## src/rtl/serial_add_ctrl.sv

```systemverilog
// -----------------------------------------------------------------------------
// serial_add_ctrl
//   Bit-serial adder controller. Two WIDTH-bit operands are accepted through a
//   valid/ready handshake. A single full-adder cell adds them one bit per clock,
//   LSB first. The cell is two half adders plus an OR for the carry. The result
//   is then offered through a second valid/ready handshake.
//
//   Ports
//     clk        in   rising-edge clock
//     rst_n      in   asynchronous active-low reset
//     in_valid   in   operands a/b valid
//     in_ready   out  controller idle and able to accept operands
//     a, b       in   WIDTH-bit operands, sampled on accept
//     abort      in   cancel the addition in progress (RUN only)
//     busy       out  addition in progress
//     out_valid  out  sum/carry_out valid (DONE)
//     out_ready  in   consumer accepts the result
//     sum        out  (a+b) mod 2^WIDTH, updated only on completion
//     carry_out  out  bit WIDTH of a+b, updated only on completion
// -----------------------------------------------------------------------------

// Combinational half adder used as the building block of the serial cell.
module half_adder (
  input  logic i_a,
  input  logic i_b,
  output logic o_sum,
  output logic o_carry
);
  assign o_sum   = i_a ^ i_b;
  assign o_carry = i_a & i_b;
endmodule

module serial_add_ctrl #(
  parameter int WIDTH = 8
) (
  input  logic             clk,
  input  logic             rst_n,
  input  logic             in_valid,
  output logic             in_ready,
  input  logic [WIDTH-1:0] a,
  input  logic [WIDTH-1:0] b,
  input  logic             abort,
  output logic             busy,
  output logic             out_valid,
  input  logic             out_ready,
  output logic [WIDTH-1:0] sum,
  output logic             carry_out
);

  localparam int CW = (WIDTH > 1) ? $clog2(WIDTH) : 1;
  localparam logic [CW-1:0] CNT_LAST = CW'(WIDTH - 1);
  localparam logic [CW-1:0] CNT_ONE  = CW'(1);

  typedef enum logic [1:0] {
    S_IDLE = 2'd0,
    S_RUN  = 2'd1,
    S_DONE = 2'd2
  } state_t;

  state_t           r_state;
  logic [WIDTH-1:0] r_sa;
  logic [WIDTH-1:0] r_sb;
  logic             r_c;
  logic [CW-1:0]    r_cnt;
  logic [WIDTH-1:0] r_work;
  logic [WIDTH-1:0] r_sum;
  logic             r_carry;
  logic             r_in_ready;
  logic             r_busy;
  logic             r_out_valid;

  logic             w_ha1_sum;
  logic             w_ha1_carry;
  logic             w_ha2_sum;
  logic             w_ha2_carry;
  logic             w_c_nxt;
  logic [WIDTH-1:0] w_work_nxt;

  // First half adder: the two operand bits.
  half_adder u_ha1 (
    .i_a     (r_sa[0]),
    .i_b     (r_sb[0]),
    .o_sum   (w_ha1_sum),
    .o_carry (w_ha1_carry)
  );

  // Second half adder: partial sum plus the carry from the previous bit.
  half_adder u_ha2 (
    .i_a     (w_ha1_sum),
    .i_b     (r_c),
    .o_sum   (w_ha2_sum),
    .o_carry (w_ha2_carry)
  );

  assign w_c_nxt = w_ha1_carry | w_ha2_carry;

  // The new bit enters at the MSB. After WIDTH shifts, bit 0 holds the LSB result.
  assign w_work_nxt = {w_ha2_sum, r_work[WIDTH-1:1]};

  // Control FSM, datapath registers and registered status flags.
  always_ff @(posedge clk or negedge rst_n) begin
    if (!rst_n) begin
      r_state     <= S_IDLE;
      r_sa        <= '0;
      r_sb        <= '0;
      r_c         <= 1'b0;
      r_cnt       <= '0;
      r_work      <= '0;
      r_sum       <= '0;
      r_carry     <= 1'b0;
      r_in_ready  <= 1'b1;
      r_busy      <= 1'b0;
      r_out_valid <= 1'b0;
    end else begin
      case (r_state)
        S_IDLE: begin
          if (in_valid && r_in_ready) begin
            r_sa       <= a;
            r_sb       <= b;
            r_c        <= 1'b0;
            r_cnt      <= '0;
            r_work     <= '0;
            r_state    <= S_RUN;
            r_in_ready <= 1'b0;
            r_busy     <= 1'b1;
          end
        end
        S_RUN: begin
          // Abort wins over completion, even on the last bit, so sum/carry_out
          // never pick up a partial result.
          if (abort) begin
            r_state    <= S_IDLE;
            r_busy     <= 1'b0;
            r_in_ready <= 1'b1;
          end else begin
            r_work <= w_work_nxt;
            r_sa   <= {1'b0, r_sa[WIDTH-1:1]};
            r_sb   <= {1'b0, r_sb[WIDTH-1:1]};
            r_c    <= w_c_nxt;
            r_cnt  <= r_cnt + CNT_ONE;
            if (r_cnt == CNT_LAST) begin
              r_state     <= S_DONE;
              r_sum       <= w_work_nxt;
              r_carry     <= w_c_nxt;
              r_busy      <= 1'b0;
              r_out_valid <= 1'b1;
            end
          end
        end
        S_DONE: begin
          if (out_ready) begin
            r_state     <= S_IDLE;
            r_out_valid <= 1'b0;
            r_in_ready  <= 1'b1;
          end
        end
        default: begin
          r_state     <= S_IDLE;
          r_in_ready  <= 1'b1;
          r_busy      <= 1'b0;
          r_out_valid <= 1'b0;
        end
      endcase
    end
  end

  assign in_ready  = r_in_ready;
  assign busy      = r_busy;
  assign out_valid = r_out_valid;
  assign sum       = r_sum;
  assign carry_out = r_carry;

endmodule
```

## config.mk

```make
export PLATFORM = sky130hd
export DESIGN_NAME = serial_add_ctrl
export DESIGN_NICKNAME = d
export VERILOG_FILES = /design/src/rtl/serial_add_ctrl.sv
export SDC_FILE = /design/constraint.sdc
export NUM_CORES = 1
export LEC_CHECK = 0
export BUFFER_PORTS_ARGS = -buffer_cell sky130_fd_sc_hd__buf_4
export CAP_MARGIN = 20
export CORE_MARGIN = 2
export CORE_UTILIZATION = 40
export DETAILED_ROUTE_END_ITERATION = 10
export SETUP_SLACK_MARGIN = 0.05
export SLEW_MARGIN = 20
export SYNTH_ARGS = -nofsm -noshare
export SYNTH_HDL_FRONTEND = slang
export SYNTH_SLANG_ARGS = --single-unit
export TNS_END_PERCENT = 10
```

## constraint.sdc

```tcl
create_clock -name clk -period 3.7 [get_ports clk]
set_clock_uncertainty 0.15 [all_clocks]
set_input_delay 0.185 -clock clk [delete_from_list [all_inputs] [get_ports clk]]
set_output_delay 0.185 -clock clk [all_outputs]
set_load 0.01 [all_outputs]
```

---- Word level (Yosys, flattened, before mapping) ----
Index checks and enable logic that the tools add are counted.
storage, ports and cells
  register bits after elaboration ......... 42
  output and inout bits ................... 12
cells by class
  add/subtract/negate cells ............... 1
  equal/unequal tests ..................... 9
  muxes and demuxes ....................... 31
  bitwise gates (word level) .............. 8
  reductions and logical operators ........ 9
operator list
  kind                                                                   count
  8-bit two-way mux                                                      6
  8-bit case mux with 2 select lines                                     3
  3-bit AND reduction                                                    5
  1-bit two-way mux                                                      10
  2-bit != test, second input constant                                   5
  1-bit case mux with 3 select lines                                     3
  2-bit two-way mux                                                      4
  3-bit two-way mux                                                      2
  2-bit case mux with 3 select lines                                     1
  3-bit case mux with 2 select lines                                     1
  4-bit AND reduction                                                    1
  3-bit by 1-bit adder with 3-bit output, second input constant          1
  3-bit equality test, second input constant                             1
  3-bit != test, second input constant                                   1
  1-bit inverter                                                         3
  1-bit AND                                                              2
  2-bit by 1-bit equality test with 1-bit output, second input constant  1
  2-bit equality test, second input constant                             1
  2-bit zero test                                                        1
  1-bit case mux with 2 select lines                                     1
  2-bit nonzero test                                                     1
  1-bit bitwise XOR                                                      2
  1-bit logical AND                                                      1
  1-bit bitwise OR                                                       1

---- Logic depth before layout (Yosys ltp) ----
  depth in word-level cells ............... 5
  depth in mapped cells ................... 6
  depth with buffers taken out ............ 4

---- Modules after synthesis ----
A second synthesis with hierarchy kept.
second synthesis, totals
  cell total of the unflattened synthesis .. 162
  area, all modules ....................... 1,864.3 um^2
by module, submodules not included
  module           times used  cells each  area each (um^2)  sequential area each (um^2)
  serial_add_ctrl  1           160         1,839.3           1,027.2
  half_adder       2           1           12.5              0.0

---- Worst setup path after synthesis ----
No wires, ideal clock.
  path kind ............................... register to register
  start point ............................. register r_in_ready, in the netlist in_ready
  end point ............................... register r_sa[6]
  arrival time ............................ 1.460 ns
  slack ................................... 1.965 ns
  cell stages (with the launch flop) ...... 5
  buffers on the path ..................... 1
  period minus slack after synthesis ...... 1.735 ns
  cell sequence ........................... dfstp_2 nor4bb_1 buf_2 or2_4 mux2_2
between the ends
  cells in the longest elaborated chain, start to end .. 3
RTL lines
  what                                  line  source
  start: declaration                    68    logic r_in_ready;
  start signal: assignment              111   r_in_ready <= 1'b1;
  start signal: assignment              124   r_in_ready <= 1'b0;
  start signal: assignment              134   r_in_ready <= 1'b1;
  1-bit logical AND                     117   if (in_valid && r_in_ready) begin
  2-bit != test (no source line)        n/a
  3-bit AND reduction (no source line)  n/a
  end signal: assignment                137   r_sa <= {1'b0, r_sa[WIDTH-1:1]};
  end: declaration                      61    logic [WIDTH-1:0] r_sa;
Every way passes these cells.
A chain may end at the register's enable or synchronous reset.

---- Final worst setup path ----
  start point ............................. register r_state[0]
  end point ............................... register r_sum[1], in the netlist sum[1]
between the ends
  cells in the longest elaborated chain, start to end .. 2
RTL lines
  what                                            line  source
  start: declaration                              60    state_t r_state;
  start signal: assignment                        103   r_state <= S_IDLE;
  start signal: assignment                        123   r_state <= S_RUN;
  start signal: assignment                        132   r_state <= S_IDLE;
  2-bit by 1-bit equality test with 1-bit output  115   case (r_state)
  3-bit AND reduction (no source line)            n/a
  end signal: assignment                          143   r_sum <= w_work_nxt;
  end: declaration                                66    logic [WIDTH-1:0] r_sum;
Every way passes these cells.

==> results.md <==
- The run finished with clean final reports.
- The repair_antennas step left the layout with diodes totalling 0.
- The top cell type's share of synthesized area is 54.9%.
- Setup repair after global routing left no endpoint under its margin.
- The pre-antenna-repair detailed-routing pass consisted of 4 iterations.
- Across the run, the number of max-cap violations was 0.
- The maximum number of buffers from clock root to sink is 2.
- Of the available clock period, the critical path in the final layout requires between 60% and 70%.
- Across all layers, the routed design uses about 1200 vias.
- The critical path start-end classification is reg -> reg.
- The estimated wirelength of the detail-placed design is around 2.3 mm.
- The number of remaining DRC errors is 0.
- Hold timing on the final database bottoms out at a slack of roughly 0.053 ns.
- The area inside the core boundary is 0.00438 mm².
- The H-tree was split into 2 levels.
- Of all flip-flops after synthesis, the portion carrying an async set or reset was 100%.
- The number of cells produced by synthesis is 148.
- The height of the die is about 70 µm.
- During placement, the flow inserted port buffers numbering 32.
- The via count of the first global-routing pass is around 1300.
- The category of the worst setup path capture point is a register.
- Leaving out fill and tap cells, the most frequent cell in the layout is sky130_fd_sc_hd__dfrtp_1.
- For this run, the number of Yosys warnings is 0.
- The power density relative to cell area is 351 mW/mm².
- In this run, distinct cell masters in the synthesized netlist total 28.
- The count of nets left with antenna violations once routing finished came out at 0.
- The achievable frequency is 416 MHz.
- For the pin with the worst max-slew slack, the measured transition is between 0.6 and 0.7 ns.
- STA puts the critical path data arrival time at about 2.4 ns.
- The main flop type after synthesis is sky130_fd_sc_hd__dfrtp_1.
- The detailed router finished its first iteration with between 40 and 50 violations.
- The sequential cell area fraction in the yosys report is 56.3%.
- The first global-routing pass estimated ~6.0 mm of wire.
- The cell sitting at the root of the clock tree is a sky130_fd_sc_hd__clkbuf_8.
- Leaving out fill and tap cells, the most frequent cells in the layout are 40 x sky130_fd_sc_hd__dfrtp_1, 35 x sky130_fd_sc_hd__buf_4, 20 x sky130_fd_sc_hd__mux2i_1, 13 x sky130_fd_sc_hd__nor3_1, 13 x sky130_fd_sc_hd__a21oi_1.
- The final design instance area without fill is between 0.002 and 0.0025 mm².
- Dividing the detail-routed wire length by the instance count gives between 10 and 15 µm.
- Yosys attributes the largest share of cell area to sky130_fd_sc_hd__dfrtp_1 55%, sky130_fd_sc_hd__mux2i_1 11%, sky130_fd_sc_hd__mux2_2 6.8%.
- The maximum fanout along the worst path is 13.
- The data required time at the worst endpoint is 3.72 ns.
- The worst hold path belongs to the class in -> reg.
- The mean instance size in the synthesized netlist is about 12 µm².
- After synthesis the cells add up to between 0.0015 and 0.002 mm².
- In this run, CTS created clock tree buffers numbering 5.
- Summing all placed instances gives a cell area of ~0.0021 mm².
- The worst setup path is launched from a register.
- The initial cell density of the core is 41.6%.
- For this design the top-level I/O count stands at 33.
- The clock-pin slew reported for the worst setup and hold paths after clock tree synthesis is 0.08 ns.
- At the later pin of the worst-skew pair, clock insertion delay measures just under 0.3 ns.
- VDD sags by at most between 0.15 and 0.2 mV.
- The area growth from synthesis to layout is 22.0%.
- The initial antenna violation count came to 0.
- TritonCTS built the clock tree.
- The number of nets in the final layout is 208.
- The final number of hold-violating endpoints is 0.
- The tightest slew margin relative to the limit is between 50% and 60%.
- The max-slew violation count came to 0.
- The routed wire length is 3.46 mm.
- For this run, the total global-route usage over all layers was measured as ~15%.
- The total of fill cells in the finished design is a little under 400.
- Setup violations remaining at the end of the flow were counted as 0.
- The synthesized design spends more area on one cell type than any other, namely sky130_fd_sc_hd__dfrtp_1.
- The routability congestion estimate from global placement is a little over 0.8.
- The final critical-path required period is 2.40 ns.
- The width of the die is just over 70 µm.
- The number of core rows is 24.
- The number of instances on the worst hold path is 3.
- The post-route netlist has between 30% and 40% of its cells at a drive strength greater than 1.
- The post-layout worst setup margin is between 1 and 1.5 ns.
- The die covers approximately 0.0051 mm².
- Counting every net in the synthesized netlist gives approximately 170.
- The total negative slack is 0 ns.
- The reported leakage power is roughly 1.1 nW.
- Clock tree synthesis found a total of between 40 and 50 sinks.
- The maximum number of pins on one net before global-route repair is 42.
- Summed over all layers, the global routing overflow is 0.
- The number of enable flip-flop cells after synthesis is 0.
- After detailed routing, the number of vias per cell comes to about 5.2.
- The number of cells on the worst reg-to-reg path is 4.
- The post-synthesis sequential element count is 41.
- Before CTS, the worst setup slack after placement is between 1 and 1.5 ns.
cells in the mapped netlist (2+ instances only):
master and number:
sky130_fd_sc_hd__dfrtp_1 40, sky130_fd_sc_hd__mux2i_1 20, sky130_fd_sc_hd__a21oi_1 13, sky130_fd_sc_hd__nor3_1 13, sky130_fd_sc_hd__mux2_2 11, sky130_fd_sc_hd__inv_1 7, sky130_fd_sc_hd__nand2_1 7, sky130_fd_sc_hd__a22o_1 6
sky130_fd_sc_hd__buf_2 6, sky130_fd_sc_hd__buf_6 3, sky130_fd_sc_hd__a21o_1 2, sky130_fd_sc_hd__ha_1 2, sky130_fd_sc_hd__nor2_1 2, sky130_fd_sc_hd__o32a_1 2
worst max-delay path: stages, from the launching register on:
cell,delay (ns)
sky130_fd_sc_hd__dfrtp_1,0.48
sky130_fd_sc_hd__nor3b_2,0.53
sky130_fd_sc_hd__buf_4,0.29
sky130_fd_sc_hd__and2_1,0.44
sky130_fd_sc_hd__mux2_2,0.39
sequential cells by signal (all words and copies together) (netlist names):
name	flops
r_c	1
sum	8
r_state	2
carry_out	1
r_sb	8
out_valid	1
in_ready	1
busy	1
r_sa	8
r_work	7
r_cnt	3
per-stage QoR:
stage	utilization, %	power, mW	cells
after floorplan	-	0.462	148
after global placement	47.7	0.488	225
after detailed placement	47.7	0.489	225
after CTS	50.7	0.788	237
after global routing	50.7	0.810	237
final	50.7	0.780	237
per-layer routing:
layer,share of wire (%),track usage (%)
met1,50,21.2
met2,44,22.7
met3,4.3,4.36
met4,1.2,4.40
met5,0,0
logic make-up after synthesis:
| group | Yosys count | share of synthesized area [%] |
|---|---|---|
| DFF | 41 | 56.3 |
| adders and majority gates | 3 | 2.47 |
| and+or+nand+nor | 29 | 8.31 |
| buffers and inverters | 17 | 5.22 |
| AOI/OAI and AO/OA | 27 | 9.88 |
| muxes | 31 | 17.8 |
what timing repair did:
action,in CTS,in global routing
setup buffers,0,0
hold buffers,4,0
hold endpoints to repair,43,0
resized for setup,0,0
final cells by class:
cell class	count	area, µm²	area share (%)
Inverter	7	26.3	1.18
Clock buffer	8	90.1	4.05
Timing Repair Buffer	39	303	13.6
Sequential cell	41	1030	46.2
Tap cell	52	65.1	2.93
Multi-Input combinational cell	90	712	32.0
where the power goes:
group	leakage [nW]	internal, mW	switching [mW]	total (mW)
Sequential	0.533	0.448	0	0.448
Clock	0.0455	0.152	0.146	0.298
Combinational	0.526	0.0197	0.0152	0.0349
Total	1.10	0.620	0.161	0.780
path summary, 6_finish.rpt:
kind	startpoint	to	slack (ns)
min	a[3]	r_sa[3]$_DFFE_PN0P_	0.05
max in group asynchronous	rst_n	in_ready$_DFFE_PN1P_	2.77
max reg2reg	r_state[0]$_DFFE_PN0P_	sum[1]$_DFFE_PN0P_	1.30
min in group asynchronous	rst_n	r_sa[7]$_DFFE_PN0P_	0.26
max	r_state[0]$_DFFE_PN0P_	sum[1]$_DFFE_PN0P_	1.30
min reg2reg	out_valid$_DFFE_PN0P_	out_valid$_DFFE_PN0P_	0.33
Power figures use the tool's default switching activity.
